==> src/rtl/dmem_arbiter.sv <==
// Round-robin arbiter sharing one data-memory port among four cores, with a
// registered command stage and a tagged read-return pipeline.
module dmem_arbiter #(
  parameter int ADDR_W = 15,
  parameter int DATA_W = 16,
  parameter int RD_LAT = 1
) (
  input  logic                  clk,
  input  logic                  reset,
  input  logic [3:0]            core_en,
  input  logic [3:0]            req_rd,
  input  logic [3:0]            req_wr,
  input  logic [4*ADDR_W-1:0]   req_addr,
  input  logic [4*DATA_W-1:0]   req_wdata,
  output logic [3:0]            gnt_rd,
  output logic [3:0]            gnt_wr,
  output logic [3:0]            stall,
  output logic                  mem_ren,
  output logic                  mem_wen,
  output logic [ADDR_W-1:0]     mem_addr,
  output logic [DATA_W-1:0]     mem_wdata,
  input  logic [DATA_W-1:0]     mem_rdata,
  output logic [3:0]            rvalid,
  output logic [DATA_W-1:0]     rdata,
  output logic [1:0]            rtag
);

  // Handshake: req_rd/req_wr are level requests held until the matching
  // gnt_rd/gnt_wr; a transfer happens in any cycle where request and grant are
  // both high, and the core must drop or change that request by the next cycle.

  logic [1:0] last;
  logic [3:0] eligible;
  logic       grant;
  logic [1:0] win;
  logic [1:0] cand;

  logic [RD_LAT:0] tag_v;
  logic [1:0]      tag_id [RD_LAT+1];

  assign eligible = reset ? 4'b0000 : (core_en & (req_rd | req_wr));

  // Walk from last+4 down to last+1 so the nearest eligible core after last wins.
  always_comb begin
    grant = 1'b0;
    win   = last;
    cand  = last;
    for (int k = 4; k >= 1; k--) begin
      cand = last + 2'(k);
      if (eligible[cand]) begin
        grant = 1'b1;
        win   = cand;
      end
    end
  end

  always_comb begin
    gnt_rd = 4'b0000;
    gnt_wr = 4'b0000;
    if (grant) begin
      if (req_wr[win]) gnt_wr[win] = 1'b1;
      else             gnt_rd[win] = 1'b1;
    end
  end

  assign stall = eligible & ~gnt_rd & ~gnt_wr;

  always_ff @(posedge clk) begin
    if (reset) begin
      last      <= 2'd3;
      mem_ren   <= 1'b0;
      mem_wen   <= 1'b0;
      mem_addr  <= '0;
      mem_wdata <= '0;
    end else begin
      mem_ren <= |gnt_rd;
      mem_wen <= |gnt_wr;
      if (grant) begin
        last      <= win;
        mem_addr  <= req_addr[int'(win)*ADDR_W +: ADDR_W];
        mem_wdata <= req_wdata[int'(win)*DATA_W +: DATA_W];
      end
    end
  end

  // Stage RD_LAT lines up with mem_rdata for the read issued RD_LAT+1 cycles ago.
  always_ff @(posedge clk) begin
    if (reset) begin
      tag_v <= '0;
      for (int j = 0; j <= RD_LAT; j++) tag_id[j] <= 2'd0;
    end else begin
      tag_v     <= {tag_v[RD_LAT-1:0], |gnt_rd};
      tag_id[0] <= win;
      for (int j = 1; j <= RD_LAT; j++) tag_id[j] <= tag_id[j-1];
    end
  end

  always_ff @(posedge clk) begin
    if (reset) begin
      rvalid <= 4'b0000;
      rdata  <= '0;
      rtag   <= 2'd0;
    end else if (tag_v[RD_LAT]) begin
      rvalid <= 4'b0001 << tag_id[RD_LAT];
      rdata  <= mem_rdata;
      rtag   <= tag_id[RD_LAT];
    end else begin
      rvalid <= 4'b0000;
    end
  end

endmodule

==> config.mk <==
export PLATFORM = sky130hd
export DESIGN_NAME = dmem_arbiter
export DESIGN_NICKNAME = d
export VERILOG_FILES = /design/src/rtl/dmem_arbiter.sv
export SDC_FILE = /design/constraint.sdc
export NUM_CORES = 1
export LEC_CHECK = 0
export ABC_AREA = 1
export ABC_CLOCK_PERIOD_IN_PS = 2300
export BUFFER_PORTS_ARGS = -buffer_cell sky130_fd_sc_hd__buf_2
export CORE_ASPECT_RATIO = 1.5
export CORE_MARGIN = 1.5
export CORE_UTILIZATION = 44
export CTS_CLUSTER_SIZE = 14
export DETAILED_ROUTE_END_ITERATION = 8
export GPL_TIMING_DRIVEN = 0
export PLACE_DENSITY = 0.81
export SLEW_MARGIN = 20
export SYNTH_ARGS = -nofsm -noshare
export SYNTH_HDL_FRONTEND = slang
export SYNTH_SLANG_ARGS = --single-unit
==> constraint.sdc <==
create_clock -name clk -period 2.3 [get_ports clk]
set_input_delay 0 -clock clk [delete_from_list [all_inputs] [get_ports clk]]
set_output_delay 0 -clock clk [all_outputs]
set_load 0.1 [all_outputs]
Yosys cells after proc, flatten, opt, wreduce, memory -nomap -nowiden

Memory sizes are Yosys's and may differ from the RTL's.
Cells that the tools add are included.

Reductions and logical operators: 4
Shift-type cells: 3
$add $sub $neg: 3
Bitwise logic cells: 9
Order comparisons: 6
Multipliers: 1
Multiplexer cells: 29

Operators by type and width:

| operator                                                                             | count |
|---|---|
| 64-bit by 7-bit variable part select with 16-bit output                              | 1 |
| 60-bit by 7-bit variable part select with 15-bit output                              | 1 |
| 4-bit 2-to-1 mux                                                                     | 5 |
| 2-bit by 3-bit less-than comparator with 1-bit output (second input constant)        | 5 |
| 1-bit 2-to-1 mux                                                                     | 13 |
| 4-bit AND                                                                            | 3 |
| 1-bit binary-select mux with 2-bit select                                            | 5 |
| 2-bit 2-to-1 mux                                                                     | 5 |
| 4-bit NOT                                                                            | 2 |
| 4-bit OR reduction                                                                   | 2 |
| 2-bit by 4-bit multiplier with 6-bit output (second input constant)                  | 1 |
| 2-bit adder (second input constant)                                                  | 2 |
| 4-bit OR                                                                             | 1 |
| 1-bit by 2-bit << shifter with 4-bit output (first input constant)                   | 1 |
| 2-bit by 1-bit adder with 2-bit output (second input constant)                       | 1 |
| 1-bit demux with 2-bit select                                                        | 1 |
| 2-bit by 1-bit greater-or-equal comparator with 1-bit output (second input constant) | 1 |
| 1-bit OR                                                                             | 2 |
| 2-bit OR reduction                                                                   | 1 |
| 1-bit logical AND                                                                    | 1 |
| 1-bit NOT                                                                            | 1 |

Output and inout port bits: 67
Bits in writable memories: 4
Register bits after elaboration: 59
Memories kept: 1
Input port bits: 154

Memories:

| name   | words | bits a word | rd ports | clocked after memory_dff | wr ports | line | text |
|---|---|---|---|---|---|---|---|
| tag_id | 2     | 2           | 2        | 0                        | 2        | 39   | `logic [1:0] tag_id [RD_LAT+1];` |

Logic depth before layout (Yosys ltp)

Gate-level depths: netlist (run 1).

Depth after elaboration: 17
Mapped depth: 16
Mapped depth without buffers: 15

Worst setup path before layout (run 1)

Ideal clock, no wire load.

Kind: register to output
Start: register last[0]
End: output stall[1]
Cell stages (with the launch flop): 14
Path slack: -1.322 ns
Data arrival time: 3.622 ns
Buffers on the path: 3
Path through: dfxtp_1 -> buf_4 -> inv_2 -> nand3_1 -> nand2_1 -> nand2_1 -> nand3_1 -> nand2_1 -> nand2_2 -> buf_6 -> buf_4 -> nand4_1 -> nor2_1 -> nor2_1

Elaborated cells between the ends (all ways): 33

RTL lines:

| item                                                                                                                                                               | line | text |
|---|---|---|
| from (decl)                                                                                                                                                        | 32   | `logic [1:0] last;` |
| from (signal assigned)                                                                                                                                             | 79   | `last <= win;` |
| 2-bit adder                                                                                                                                                        | 49   | `cand = last + 2'(k);` |
| 1-bit binary-select mux with 2-bit select                                                                                                                          | 50   | `if (eligible[cand]) begin` |
| 1-bit 2-to-1 mux (implied by the code)                                                                                                                             | 50   |  |
| 2-bit 2-to-1 mux (3 in series)                                                                                                                                     | 50   |  |
| 2-bit by 3-bit less-than comparator with 1-bit output (implied by the code) / 2-bit by 1-bit greater-or-equal comparator with 1-bit output (equally long branches) | 61   | `if (req_wr[win]) gnt_wr[win] = 1'b1;` |
| 1-bit logical AND (implied by the code)                                                                                                                            | 61   |  |
| 1-bit 2-to-1 mux (implied by the code)                                                                                                                             | 61   |  |
| 1-bit demux with 2-bit select                                                                                                                                      | 61   |  |
| 4-bit 2-to-1 mux                                                                                                                                                   | 61   |  |
| 4-bit 2-to-1 mux *                                                                                                                                                 | 60   | `if (grant) begin` |
| named net gnt_wr[1]                                                                                                                                                | 16   | `output logic [3:0] gnt_wr,` |
| 4-bit NOT *                                                                                                                                                        | 66   | `assign stall = eligible & ~gnt_rd & ~gnt_wr;` |
| 4-bit AND *                                                                                                                                                        | 66   |  |
| to (decl)                                                                                                                                                          | 17   | `output logic [3:0] stall,` |

The timed path passes the listed nets; every way through them passes the cells marked *. The select of a mux whose other input is x is not followed.

Final worst setup path (run 1)

Start: register last[0]
End: output gnt_rd[2]

Cells in the longest elaborated chain, start to end: 12
Elaborated cells between the ends (all ways): 27

Ends and longest elaborated chain:

| item                                                                                                                                                               | line | text |
|---|---|---|
| 2-bit adder                                                                                                                                                        | 49   |  |
| 1-bit binary-select mux with 2-bit select                                                                                                                          | 50   |  |
| 1-bit 2-to-1 mux (implied by the code)                                                                                                                             | 50   |  |
| 2-bit 2-to-1 mux (3 in series)                                                                                                                                     | 50   |  |
| 2-bit by 3-bit less-than comparator with 1-bit output (implied by the code) / 2-bit by 1-bit greater-or-equal comparator with 1-bit output (equally long branches) | 62   | `else gnt_rd[win] = 1'b1;` |
| 1-bit logical AND (implied by the code)                                                                                                                            | 62   |  |
| 1-bit 2-to-1 mux (implied by the code)                                                                                                                             | 62   |  |
| 1-bit demux with 2-bit select                                                                                                                                      | 62   |  |
| 4-bit 2-to-1 mux                                                                                                                                                   | 61   |  |
| 4-bit 2-to-1 mux *                                                                                                                                                 | 60   |  |
| to (decl)                                                                                                                                                          | 15   | `output logic [3:0] gnt_rd,` |

Mark *: on every way between the ends. The rest lies on a longest branch, timed or not. The select of a mux whose other input is x is not followed.

==> impl_metrics.py, run 1 <==
metrics = {
    "cells_and_area": {
        "multi_input_area_um2": 2201,
        "antenna_cells": 0,
        "fin_area_um2": 6056,
        "fillerInstances": 607,
        "area_delta_synth_final_pct": 68.88,
        "post-route-util_pct": 76.10,
        "drive_above_1_share_pct": 41.95,
        "regArea_um2": 1244,
        "nets": 988,
    },
    "floorplanning": {
        "rows": 40,
        "ioPinCount": 221,
        "core_area_um2": 7958,
        "dieArea_um2": 8712,
        "die_h_um": 113.6,
        "die_width_um": 76.71,
        "start_util_pct": 45.06,
    },
    "clock_network": {
        "cts_tree": "built",
        "ctsRootBufferMaster": "clkbuf_16",
        "clk_latency_ns": 0.34,
        "clock_path_buffers": 2,
        "clkSlewWorstSetupHoldPaths_ns": 0.06,
        "cts_made_buffers": 9,
        "cts_max_level": 3,
        "cts_sinks": 62,
    },
    "setup_path": {
        "critPathKind": "register to output port",
        "max_stage_delay_ns": 0.34,
        "critPathBufInv": 6,
        "cp_top_family": "buffers and inverters",
        "crit_chain": "buf_12 > clkinv_8 > nand3_2 > nand2_2 > nand2_2 > nand2_2 > o21ai_4 > nand2_2 > nand2_4 > buf_12 > buf_12 > nand4_1 > inv_2 > buf_12",
        "cp_max_fo": 10,
        "slowest_stage": "dfxtp_2",
        "crit_cells": 14,
        "end_kind": "output port",
        "r2r.worst_path.cells": 17,
        "arrival_ns": 2.33,
        "cp.required_ns": 2.30,
        "worstSetupStartpointType": "register",
    },
    "routing": {
        "dr.first_iter.drc_count": 341,
        "drt_wl_total_um": 16570,
        "num_vias": 5228,
        "first_pass_iters": 6,
        "postRouteAntennaNets": 0,
        "viasPerCell": 5.538,
        "drc": 0,
        "wire_per_inst_um": 17.55,
    },
    "timing": {
        "setup_viol": 2,
        "holdWs_ns": -0.001650,
        "setup_ws_ns": -0.02962,
        "slew_headroom_pct": 66.16,
        "period_share_pct": 101.3,
        "fmax_mhz": 429.3,
        "hold_viol_final": 2,
        "slew_violations": 0,
        "rsz0062_at_grt": "true",
        "fin_crit_ns": 2.330,
        "skew_ns": 0.005294,
        "tightest_slew_ns": 0.5112,
    },
    "synth": {
        "synth.most_common_cell": "nand3_1",
        "synthCells": 555,
        "synthTopCellsByCount": "nand3_1, nor2_1, nand2_1, dfxtp_1, o21ai_0",
        "syn-cell-area_um2": 3586,
        "ys_types": 27,
        "ys.flop_type": "dfxtp_1",
        "synth_area_leaders": "dfxtp_1, nand3_1, nor2_1, nand2_1, o21ai_0",
        "yosysTopAreaCellShare_pct": 34.61,
        "synth-seq-area-share_pct": 34.61,
        "synth_seq_cells": 62,
        "synth_edf_count": 0,
        "synth_warnings": 0,
        "syn_nets": 709,
        "syn_area_per_cell_um2": 6.461,
        "synth_top_cell_by_area": "dfxtp_1",
        "async_flop_share_pct": 0,
    },
    "global_route": {
        "grt.overflow.total": 0,
        "grt_max_degree": 20,
        "grt_usage_pct": 36.03,
        "grt_pass1_wl_um": 24330,
        "antenna_found_initial": 0,
        "grt_pass1_vias": 4937,
    },
    "run_status": {
        "status": "complete, but fails checks",
        "violations": "hold timing, setup timing",
    },
    "worst_hold_path": {
        "worstHoldPathCells": 5,
        "hold_class": "input pin to register",
    },
    "place": {
        "gp_congestion": 0.9306,
        "dp_hpwl_um": 10820,
        "port_buffers": 219,
        "place_ws_ns": -0.03869,
        "placed_area_um2": 4821,
    },
    "run": {
        "cap_violations": 0,
    },
}
registers in the layout, indices dropped and copies added (netlist names):
register,cells
mem_wen,1
rtag,2
rdata,16
tag_v,2
mem_wdata,16
last,2
tag_id,4
rvalid,4
mem_addr,15
metal layers:
metal  part of all wire, %  global-route usage [%]  vias to the layer above
met3                   7.4                   6.480                       66
met5                     0                       0                        -
met1                    35                   36.48                     2418
met4                   5.4                   22.47                        0
li1                      -                       -                     2409
met2                    52                   67.37                      335
area by class of cell:
class | count | area share, %
timing repair buffer | 269 | 28.22
tap | 105 | 2.169
clock buffer | 9 | 3.719
inverter | 29 | 2.045
clock inverter | 7 | 1.715
buffer | 42 | 5.248
multi-input combinational | 421 | 36.34
sequential | 62 | 20.54
final timing paths:
check                                             start                   endpoint  slack [ns]
worst max-delay path               last[0]$_SDFFE_PP1P_                  gnt_rd[2]       -0.03
worst min-delay path                       req_addr[22]   mem_addr[7]$_SDFFE_PP0P_      -0.002
worst max register to register     last[0]$_SDFFE_PP1P_  mem_addr[10]$_SDFFE_PP0P_        0.21
worst min register to register  tag_id[0][0]$_SDFF_PP0_    tag_id[0][2]$_SDFF_PP0_        0.43
through the flow:
stage	std cells	setup TNS (ns)
floorplan	555	-1.307
global placement	879	0
detailed placement	879	-0.03869
CTS	930	-0.006982
global route	944	-0.8001
finish	944	-0.03489
worst reg2reg max path: stages (launching register included):
cell and delay [ns]:
dfxtp_2 0.34, buf_12 0.14, clkinv_8 0.07, nand3_4 0.08, nand2_2 0.07, nand2_2 0.10
nand2_4 0.07, inv_4 0.08, o21ai_4 0.06, nand2_2 0.09, nand2_4 0.09, buf_6 0.13
buf_4 0.13, buf_4 0.17, nand3_1 0.09, nand3_1 0.08, nor2_1 0.14, nor2_1 0.05
logic make-up after synthesis:
kind of cell              share of synthesized area (%)
and+or+nand+nor                                   47.63
buffers and inverters                             9.909
DFF                                               34.61
AOI/OAI and AO/OA                                 7.362
xor gates and xnor gates                         0.4886
timing repair:
item	in CTS	in global routing
pin swaps	13	22
setup endpoints to repair	12	12
gates resized for setup	73	53
endpoints found under the hold margin	31	0
setup buffers	9	14
hold buffers	27	0
layout by cell type (no fill, tap or decap), drive strengths merged:
cell / netlist / final
a21oi: 1 / 1
and3: 2 / 2
buf: 30 / 271
bufinv: 0 / 2
clkbuf: 13 / 22
clkinv: 1 / 3
dfxtp: 62 / 62
dlygate4sd3: 0 / 27
inv: 28 / 31
nand2: 75 / 75
nand3: 169 / 169
nand3b: 1 / 1
nand4: 4 / 4
nor2: 115 / 115
nor3: 1 / 1
o21ai: 51 / 51
xnor2: 1 / 1
xor2: 1 / 1
Power of run 1 is not shown: default switching activity piles up to over one toggle a cycle in this logic, so the estimate is an artifact.
==> inputs of run 2 (changes only) <==
--- a/config.mk
+++ b/config.mk
@@ -15,6 +15,7 @@
 export DETAILED_ROUTE_END_ITERATION = 8
 export GPL_TIMING_DRIVEN = 0
 export PLACE_DENSITY = 0.81
+export SETUP_SLACK_MARGIN = 0.15
 export SLEW_MARGIN = 20
 export SYNTH_ARGS = -nofsm -noshare
 export SYNTH_HDL_FRONTEND = slang
==> run 2 against run 1 <==
Compared with the run above: the flow still finishes with violations (hold timing, setup timing); clock-buffer cell count rose by 1; hold slack improved by 0.0011 ns; global-route usage rose by 0.82 points; fmax fell by 0.34%; non-clock buffer count rose by 2; wire length rose by 2.8%; final cell count rose by 0.11%; utilization rose by 0.39 points; flip-flop and latch count did not move; die area did not move; critical path type unchanged; critical endpoint is now gnt_wr[0].
==> impl_metrics.py, run 2 (synthesis results as in run 1) <==
metrics = {
    "setup_path": {
        "crit_chain": "buf_12 > inv_8 > nand3_4 > nand2_4 > nand2_2 > nand2_2 > inv_2 > o21ai_2 > nand2_1 > nand2_4 > buf_6 > nand2_1 > o21ai_1 > nand2_2 > nand2_4 > nor2_4 > buf_12",
        "cp.required_ns": 2.30,
        "rr_startpoint": "last[0]$_SDFFE_PP1P_",
        "max_stage_delay_ns": 0.34,
        "arrival_ns": 2.34,
        "worstSetupStartpointType": "register",
        "crit_cells": 17,
        "r2r_end": "tag_v[0]$_SDFF_PP0_",
        "end_kind": "output port",
        "cp_top_family": "simple AND/OR/NAND/NOR gates",
        "critPathBufInv": 5,
        "critPathKind": "register to output port",
        "cp_max_fo": 8,
        "rrSetupSlack_ns": 0.21,
        "r2r.worst_path.cells": 17,
        "slowest_stage": "dfxtp_2",
    },
    "clock_network": {
        "ctsRootBufferMaster": "clkbuf_16",
        "cts_max_level": 3,
        "clkSlewWorstSetupHoldPaths_ns": 0.06,
        "cts_sinks": 62,
        "cts_tree": "built",
        "clock_path_buffers": 2,
        "cts_made_buffers": 9,
        "clk_latency_ns": 0.34,
    },
    "cells_and_area": {
        "final_cell_mix": "buf_2, nand3_1, nor2_1, dfxtp_1, nand2_1",
        "fillerInstances": 616,
        "post-route-util_pct": 76.49,
        "fin_area_um2": 6087,
        "area_delta_synth_final_pct": 69.75,
        "antenna_cells": 0,
        "nets": 990,
        "multi_input_area_um2": 2268,
        "final_common_cell": "buf_2",
        "regArea_um2": 1244,
        "drive_above_1_share_pct": 43.21,
        "reg_top3": "mem_wdata (16), rdata (16), mem_addr (15)",
    },
    "routing": {
        "num_vias": 5300,
        "drc": 0,
        "first_pass_iters": 7,
        "drt_wl_total_um": 17020,
        "dr.first_iter.drc_count": 326,
        "wire_per_inst_um": 18.01,
        "postRouteAntennaNets": 0,
        "viasPerCell": 5.608,
    },
    "timing": {
        "fmax_mhz": 427.8,
        "period_share_pct": 101.6,
        "holdWs_ns": -0.0005108,
        "slew_violations": 0,
        "skew_ns": 0.005343,
        "tightest_slew_ns": 0.5411,
        "setup_ws_ns": -0.03762,
        "hold_viol_final": 1,
        "rsz0062_at_grt": "true",
        "setup_viol": 4,
        "fin_crit_ns": 2.338,
        "slew_headroom_pct": 63.92,
    },
    "global_route": {
        "grt_usage_pct": 36.85,
        "grt_max_degree": 12,
        "grt_pass1_wl_um": 24890,
        "grt_pass1_vias": 5076,
        "antenna_found_initial": 0,
        "grt.overflow.total": 0,
    },
    "run_status": {
        "violations": "hold timing, setup timing",
        "status": "complete, but fails checks",
    },
    "floorplanning": {
        "die_h_um": 113.6,
        "start_util_pct": 45.06,
        "die_width_um": 76.71,
        "ioPinCount": 221,
        "core_area_um2": 7958,
        "rows": 40,
        "dieArea_um2": 8712,
    },
    "place": {
        "gp_congestion": 0.9568,
        "dp_hpwl_um": 11000,
        "placed_area_um2": 4837,
        "port_buffers": 219,
    },
    "worst_hold_path": {
        "hold_path_startpoint": "req_addr[32]",
        "hold_class": "input pin to register",
        "hold-path-endpoint": "mem_addr[2]$_SDFFE_PP0P_",
        "worstHoldPathCells": 5,
    },
    "run": {
        "cap_violations": 0,
    },
}
[run 2: cell types whose count changed in the layout (fill, tap and decap cells not counted), moves of 3 or more]
cell | before | now
inv_6 | 4 | 0
nand3_2 | 12 | 18
nand3_1 | 155 | 148
inv_1 | 23 | 20
clkinvlp_4 | 0 | 3
inv_2 | 3 | 6
nand2_2 | 20 | 16
nand2_4 | 5 | 9
[run 2: worst max path at each step]
stage	slack, ns	end	startpoint
after CTS	0.06	stall[1]	last[0]$_SDFFE_PP1P_
final	-0.04	gnt_wr[0]	last[0]$_SDFFE_PP1P_
after global routing	-0.12	gnt_wr[0]	last[0]$_SDFFE_PP1P_
after floorplan	-0.006	gnt_wr[0]	last[0]$_SDFFE_PP1P_
after global placement	0.04	stall[1]	last[0]$_SDFFE_PP1P_
after detailed placement	0.005	stall[1]	last[0]$_SDFFE_PP1P_
[run 2: metrics by stage]
stage	cells	worst slack [ns]	TNS, ns
CTS	940	0.05863	0
finish	945	-0.03762	-0.1243
detailed placement	879	0.005183	0
floorplan	555	-0.005619	-0.01686
global route	945	-0.1249	-0.8030
global placement	879	0.04363	0
[run 2: metal layers]
layer	vias up	wire length, µm	GRT usage (%)
met5	-	0	0
met4	0	891	19.38
met3	87	1398	8.320
met2	362	8956	68.91
met1	2440	5777	37.71
li1	2411	-	-
[run 2: worst reg2reg max path: stages, from the launching register on]
cell     delay, ns
dfxtp_2       0.34
buf_12        0.15
inv_8         0.06
nand3_2       0.08
nand2_2       0.08
nand2_2       0.11
nand2_1       0.07
inv_1         0.07
nand2_2       0.07
nand2_4       0.10
inv_4         0.05
buf_8         0.11
buf_8         0.12
nor2_4        0.14
nand3_2       0.10
buf_4         0.15
buf_4         0.12
nand4_1       0.11
[run 2: repair_timing]
item,CTS,global route
endpoints found under the setup margin,12,21
setup buffers,21,5
hold buffers,25,0
pin swaps,19,14
hold endpoints to repair,28,0
gates resized for setup,112,22
[run 2: area by class of cell]
class | instances | area share, %
plain buffers | 43 | 5.324
clock buffers | 10 | 3.926
clock inverters | 5 | 0.5961
inverters | 29 | 1.953
multi-input cells | 421 | 37.27
flip-flops and latches | 62 | 20.43
well taps | 105 | 2.158
repair buffers | 270 | 28.35
Power of run 2 is left out for the same reason.
